## src/rtl/ex_stage_pkg.sv

```systemverilog
// Shared opcode, run-state and payload definitions for the execute stage.
package ex_stage_pkg;

    localparam int unsigned DATA_W  = 16;
    localparam int unsigned OP_W    = 5;
    localparam int unsigned SHAMT_W = 4;

    typedef enum logic [OP_W-1:0] {
        OP_NOP   = 5'd0,
        OP_HALT  = 5'd1,
        OP_LOAD  = 5'd2,
        OP_STORE = 5'd3,
        OP_LDIH  = 5'd8,
        OP_ADD   = 5'd9,
        OP_ADDI  = 5'd10,
        OP_ADDC  = 5'd11,
        OP_SUB   = 5'd12,
        OP_SUBI  = 5'd13,
        OP_SUBC  = 5'd14,
        OP_CMP   = 5'd15,
        OP_AND   = 5'd16,
        OP_OR    = 5'd17,
        OP_XOR   = 5'd18,
        OP_SLL   = 5'd19,
        OP_SRL   = 5'd20,
        OP_SLA   = 5'd21,
        OP_SRA   = 5'd22,
        OP_JMPR  = 5'd24,
        OP_BZ    = 5'd26,
        OP_BNZ   = 5'd27,
        OP_BN    = 5'd28,
        OP_BNN   = 5'd29,
        OP_BC    = 5'd30,
        OP_BNC   = 5'd31
    } op_e;

    typedef enum logic {
        ST_IDLE = 1'b0,
        ST_EXEC = 1'b1
    } run_state_e;

    typedef struct packed {
        logic zf;
        logic nf;
        logic cf;
    } flags_t;

    // Payload handed to the memory stage
    typedef struct packed {
        logic [DATA_W-1:0] ir;
        logic [DATA_W-1:0] c;
        logic [DATA_W-1:0] smdr;
        logic              dw;
    } ex_mem_t;

    // Arithmetic, logic and shift ops write zf/nf
    function automatic logic sets_zn(op_e op);
        case (op)
            OP_ADD, OP_ADDI, OP_ADDC, OP_LDIH,
            OP_SUB, OP_SUBI, OP_SUBC, OP_CMP,
            OP_AND, OP_OR, OP_XOR,
            OP_SLL, OP_SRL, OP_SLA, OP_SRA: sets_zn = 1'b1;
            default:                        sets_zn = 1'b0;
        endcase
    endfunction

    // Only adds and subtracts write cf
    function automatic logic sets_cf(op_e op);
        case (op)
            OP_ADD, OP_ADDI, OP_ADDC, OP_LDIH,
            OP_SUB, OP_SUBI, OP_SUBC, OP_CMP: sets_cf = 1'b1;
            default:                          sets_cf = 1'b0;
        endcase
    endfunction

endpackage

```

## src/rtl/ex_stage_alu.sv

```systemverilog
// Combinational 16-bit ALU: sums carry 17 bits, bit 16 is carry-out or borrow.
module alu16
    import ex_stage_pkg::*;
(
    input  op_e               op,
    input  logic [DATA_W-1:0] a,
    input  logic [DATA_W-1:0] b,
    input  logic              cin,
    output logic [DATA_W-1:0] result,
    output logic              cout
);

    logic [DATA_W:0]    sum;
    logic [DATA_W-1:0]  shl;
    logic [SHAMT_W-1:0] n;

    assign n   = b[SHAMT_W-1:0];
    assign shl = a << n;

    // Result and carry/borrow selection by opcode; unknown ops yield 0
    always_comb begin
        sum    = '0;
        result = '0;
        cout   = 1'b0;
        case (op)
            OP_ADD, OP_ADDI, OP_LDIH,
            OP_LOAD, OP_STORE, OP_JMPR,
            OP_BZ, OP_BNZ, OP_BN, OP_BNN, OP_BC, OP_BNC: begin
                sum    = {1'b0, a} + {1'b0, b};
                result = sum[DATA_W-1:0];
                cout   = sum[DATA_W];
            end
            OP_ADDC: begin
                sum    = {1'b0, a} + {1'b0, b} + (DATA_W+1)'(cin);
                result = sum[DATA_W-1:0];
                cout   = sum[DATA_W];
            end
            OP_SUB, OP_SUBI, OP_CMP: begin
                sum    = {1'b0, a} - {1'b0, b};
                result = sum[DATA_W-1:0];
                cout   = sum[DATA_W];
            end
            OP_SUBC: begin
                sum    = {1'b0, a} - {1'b0, b} - (DATA_W+1)'(cin);
                result = sum[DATA_W-1:0];
                cout   = sum[DATA_W];
            end
            OP_AND: result = a & b;
            OP_OR:  result = a | b;
            OP_XOR: result = a ^ b;
            OP_SLL: result = shl;
            OP_SRL: result = a >> n;
            OP_SLA: result = {a[DATA_W-1], shl[DATA_W-2:0]};
            OP_SRA: result = DATA_W'($signed(a) >>> n);
            default: result = '0;
        endcase
    end

endmodule

```

## src/rtl/ex_stage.sv

```systemverilog
// Execute stage: flag register, branch resolution and EX/MEM pipeline registers.
module ex_stage
    import ex_stage_pkg::*;
#(
    parameter int unsigned WIDTH = DATA_W   // only 16 is supported
) (
    input  logic             clock,
    input  logic             reset,
    input  logic             state,
    input  logic [WIDTH-1:0] ex_ir,
    input  logic [WIDTH-1:0] reg_A,
    input  logic [WIDTH-1:0] reg_B,
    input  logic [WIDTH-1:0] smdr,
    output logic [WIDTH-1:0] mem_ir,
    output logic [WIDTH-1:0] reg_C,
    output logic [WIDTH-1:0] smdr1,
    output logic             dw,
    output logic             zf,
    output logic             nf,
    output logic             cf,
    output logic             branch_flag
);

    op_e              op;
    logic [WIDTH-1:0] alu_result;
    logic             alu_cout;
    logic             take_c;

    ex_mem_t pipe_q, pipe_d;
    flags_t  flags_q, flags_d;
    logic    branch_q, branch_d;

    assign op = op_e'(ex_ir[WIDTH-1 -: OP_W]);

    alu16 u_alu (
        .op     (op),
        .a      (reg_A),
        .b      (reg_B),
        .cin    (flags_q.cf),
        .result (alu_result),
        .cout   (alu_cout)
    );

    // Branch condition evaluated against flags left by the previous instruction
    always_comb begin
        take_c = 1'b0;
        case (op)
            OP_BZ:   take_c = flags_q.zf;
            OP_BNZ:  take_c = ~flags_q.zf;
            OP_BN:   take_c = flags_q.nf;
            OP_BNN:  take_c = ~flags_q.nf;
            OP_BC:   take_c = flags_q.cf;
            OP_BNC:  take_c = ~flags_q.cf;
            OP_JMPR: take_c = 1'b1;
            default: take_c = 1'b0;
        endcase
    end

    // Next state: hold when not running, squash the wrong-path slot, otherwise execute
    always_comb begin
        pipe_d   = pipe_q;
        flags_d  = flags_q;
        branch_d = branch_q;
        if (state == ST_EXEC) begin
            if (branch_q) begin
                pipe_d.ir   = '0;
                pipe_d.c    = '0;
                pipe_d.smdr = smdr;
                pipe_d.dw   = 1'b0;
                branch_d    = 1'b0;
            end else begin
                pipe_d.ir   = ex_ir;
                pipe_d.c    = alu_result;
                pipe_d.smdr = smdr;
                pipe_d.dw   = (op == OP_STORE);
                branch_d    = take_c;
                if (sets_zn(op)) begin
                    flags_d.zf = (alu_result == '0);
                    flags_d.nf = alu_result[WIDTH-1];
                end
                if (sets_cf(op)) begin
                    flags_d.cf = alu_cout;
                end
            end
        end
    end

    // Stage registers, cleared asynchronously
    always_ff @(posedge clock or posedge reset) begin
        if (reset) begin
            pipe_q   <= '0;
            flags_q  <= '0;
            branch_q <= 1'b0;
        end else begin
            pipe_q   <= pipe_d;
            flags_q  <= flags_d;
            branch_q <= branch_d;
        end
    end

    assign mem_ir      = pipe_q.ir;
    assign reg_C       = pipe_q.c;
    assign smdr1       = pipe_q.smdr;
    assign dw          = pipe_q.dw;
    assign zf          = flags_q.zf;
    assign nf          = flags_q.nf;
    assign cf          = flags_q.cf;
    assign branch_flag = branch_q;

endmodule

```

## config.mk

```make
export PLATFORM = sky130hd
export DESIGN_NAME = ex_stage
export DESIGN_NICKNAME = d
export VERILOG_FILES = /design/src/rtl/ex_stage_pkg.sv /design/src/rtl/ex_stage_alu.sv /design/src/rtl/ex_stage.sv
export SDC_FILE = /design/constraint.sdc
export NUM_CORES = 1
export LEC_CHECK = 0
export BUFFER_PORTS_ARGS = -buffer_cell sky130_fd_sc_hd__buf_4
export CORE_ASPECT_RATIO = 1.4
export CORE_MARGIN = 3
export CORE_UTILIZATION = 42
export CTS_CLUSTER_SIZE = 40
export DETAILED_ROUTE_END_ITERATION = 8
export PLACE_DENSITY = 0.7
export SLEW_MARGIN = 20
export SYNTH_ARGS = -nofsm -noshare
export SYNTH_HDL_FRONTEND = slang
export SYNTH_HIERARCHICAL = 1
export SYNTH_SLANG_ARGS = --single-unit
```

## constraint.sdc

```tcl
create_clock -name clock -period 9.7 [get_ports clock]
set_clock_uncertainty 0.1 [all_clocks]
set_input_delay 1.94 -clock clock [delete_from_list [all_inputs] [get_ports clock]]
set_output_delay 1.94 -clock clock [all_outputs]
set_load 0.02 [all_outputs]
```

==> impl_metrics.ini <==
[route]
drtIter0Drc = 655
drtAntennaViolNets = 0
viasPerCell = 6.102
drc = 0
first_pass_iters = 5
totalWireLength_um = 24990
num_vias = 7402
wl_per_cell_um = 20.60

[synth]
synth_edf_count = 0
yosysSeqAreaShare_pct = 19.13
netlist.area_leader.share_pct = 19.13
yosys_most_used_dff = dfrtp_1
ys_types = 72
synth_area_leaders = dfrtp_1 (19%), ha_1 (9.6%), o21ai_0 (6.5%)
yosys_warnings = 6
ys_async_sr_fraction_pct = 100.0
synth_fp_nets = 1067
syn-cell-area_mm2 = 0.006934
yosysTopAreaCell = dfrtp_1
netlist_instances = 945
avgSynthCellArea_um2 = 7.338
ys_seq_elements = 53

[critical_path]
r2r-end = zf
reg2reg_depth = 13
path_max_fanout = 51
worstSetupPathType = in -> reg
critPathLaunchType = input pin
worstReg2RegStart = cf
crit_arrival_ns = 6.46
rrSetupSlack_ns = 5.99
critPathCaptureType = flop
critPathRequiredTime_ns = 9.82

[sta]
setup_viol = 0
setup_slack_ns = 3.353
hold_violations = 0
period_needed_ns = 6.347
rsz0062_at_grt = false
fin_crit_sh_pct = 65.43
maxSlewViolCount = 0
relSlewSlack_pct = 26.64
worst_slew_pin_slew_ns = 1.096
timing.hold.ws_ns = 0.4073
final.setup.tns_ns = 0
fmax_mhz = 157.6

[global_route]
grt_max_degree = 54
track_usage_pct = 26.85
first_global_vias = 6944
antenna_found_initial = 0
grt-ovfl-total = 0
grt_pass1_wl_um = 38230

[final_layout]
final_common_cell = buf_4
final_cells = 1213
drive_above_1_share_pct = 17.80
fin_area_mm2 = 0.008008
fin_nets = 1138
layout_common_cells = buf_4 (123), o21ai_0 (90), inv_1 (89), nor2_1 (89), nand2_1 (88)
area_growth_pct = 15.48
final-seq-area_mm2 = 0.001326
fillCellCount = 1673
multiInputGateArea_mm2 = 0.005017
final_util_pct = 50.43
diodes = 0

[power_and_ir_drop]
peakVddDrop_mv = 0.1239
p_leak_nw = 3.546
power_density_mw_per_mm2 = 117.1
fin_total_pwr_uw = 937.6

[placed_design]
place_congestion = 0.9846
numPortBuffers = 119
dpl_cell_area_mm2 = 0.007854
placedCellCount = 1205
dp_hpwl_um = 20040
post-place-ws_ns = 3.089

[floorplan]
rows = 54
start_util_pct = 43.67
ios = 120
die_h_um = 158.0
dieArea_mm2 = 0.01811
die_x_um = 114.6
floorplan.core_area_mm2 = 0.01588

[clocking]
cts_hold_buf = 0
post-cts-setup-buffers = 0
cts_resized = 0
h-tree-depth = 2
numCtsBuffers = 5
root_buffer = clkbuf_16
clock_latency_ns = 0.29
cts_num_sinks = 53
clk_pin_slew_worst_paths_ns = 0.07
cts_buffer_depth = 2
cts_tree = built

[min_path]
hold_start = smdr1[0]
hold_class = reg -> reg
hold_depth = 1
hold_path_end = smdr1[0]

[flow_run]
maxCapViolCount = 0

[run_status]
outcome = completed
logic make-up after synthesis:
kind of cell / synth area share, %
and+or+nand+nor: 20.71
AOI/OAI and AO/OA: 27.25
buffers and inverters: 8.517
adders and majority gates: 10.14
DFF: 19.13
xor gates and xnor gates: 6.063
muxes: 8.192
how the worst max path moves through the flow:
stage / startpoint / endpoint / slack [ns] / cells after the start
3_5_place_dp: reg_B[1] / zf / 3.09 / 15
3_3_place_gp: reg_B[1] / zf / 3.15 / 15
4_1_cts: reg_B[1] / zf / 3.39 / 15
5_1_grt: reg_B[1] / zf / 2.97 / 15
2_1_floorplan: reg_B[1] / zf / 3.50 / 16
6_report: reg_B[1] / zf / 3.35 / 15
layer usage:
layer,global-route usage (%),up-vias,part of all wire [%]
met2,46.91,363,48
met3,2.294,83,6.4
met4,14.09,0,6.1
met5,0,-,0
li1,-,3528,-
met1,32.53,3428,40
sequential cells by signal (all words and copies together), names as in the netlist:
signal and flops:
mem_ir 16, reg_C 16, smdr1 16, branch_flag 1, cf 1, dw 1
nf 1, zf 1
worst max-delay path, stage by stage:
cell      delay (ns)
buf_4           0.40
inv_1           0.22
ha_1            0.37
a211oi_1        0.50
nor2_1          0.12
xor2_1          0.44
nand3_1         0.25
or4b_4          0.56
or4b_4          0.57
and2_2          0.20
o21ai_0         0.15
nand4b_1        0.14
nor4_1          0.32
nand4_1         0.12
mux2i_1         0.14
cell type report:
type / count / area share, %
multi-input combinational: 742 / 62.66
sequential: 53 / 16.56
timing repair buffer: 123 / 11.53
inverter: 91 / 4.281
tap: 196 / 3.062
clock buffer: 6 / 1.734
clock inverter: 2 / 0.1719
cell usage after synthesis (4+ instances only):
cell type / count
or3_1: 10
nor4_1: 13
or2_2: 7
a31oi_1: 12
xor2_1: 19
a221oi_1: 10
a21o_1: 8
xnor2_1: 29
clkbuf_1: 38
o22ai_1: 9
nand2_1: 88
mux2i_1: 14
a211oi_1: 21
a2111oi_0: 4
o221ai_1: 6
nand3_1: 23
nand4_1: 7
a21oi_1: 64
dfrtp_1: 53
mux4_2: 6
ha_1: 53
o21ai_0: 90
buf_1: 8
buf_2: 10
inv_1: 90
nor2_1: 89
a22oi_1: 5
mux2_2: 25
nor3_1: 19
nand2b_1: 17
o32ai_1: 4
a221o_1: 6
o211ai_1: 18
nor2b_1: 6
report_power, final:
group	total (mW)	internal (mW)	leakage [nW]	switching [mW]
Clock	0.180	0.103	0.0768	0.0776
Sequential	0.272	0.251	0.656	0.0213
Combinational	0.485	0.186	2.81	0.299
Power figures use the tool's default switching activity.
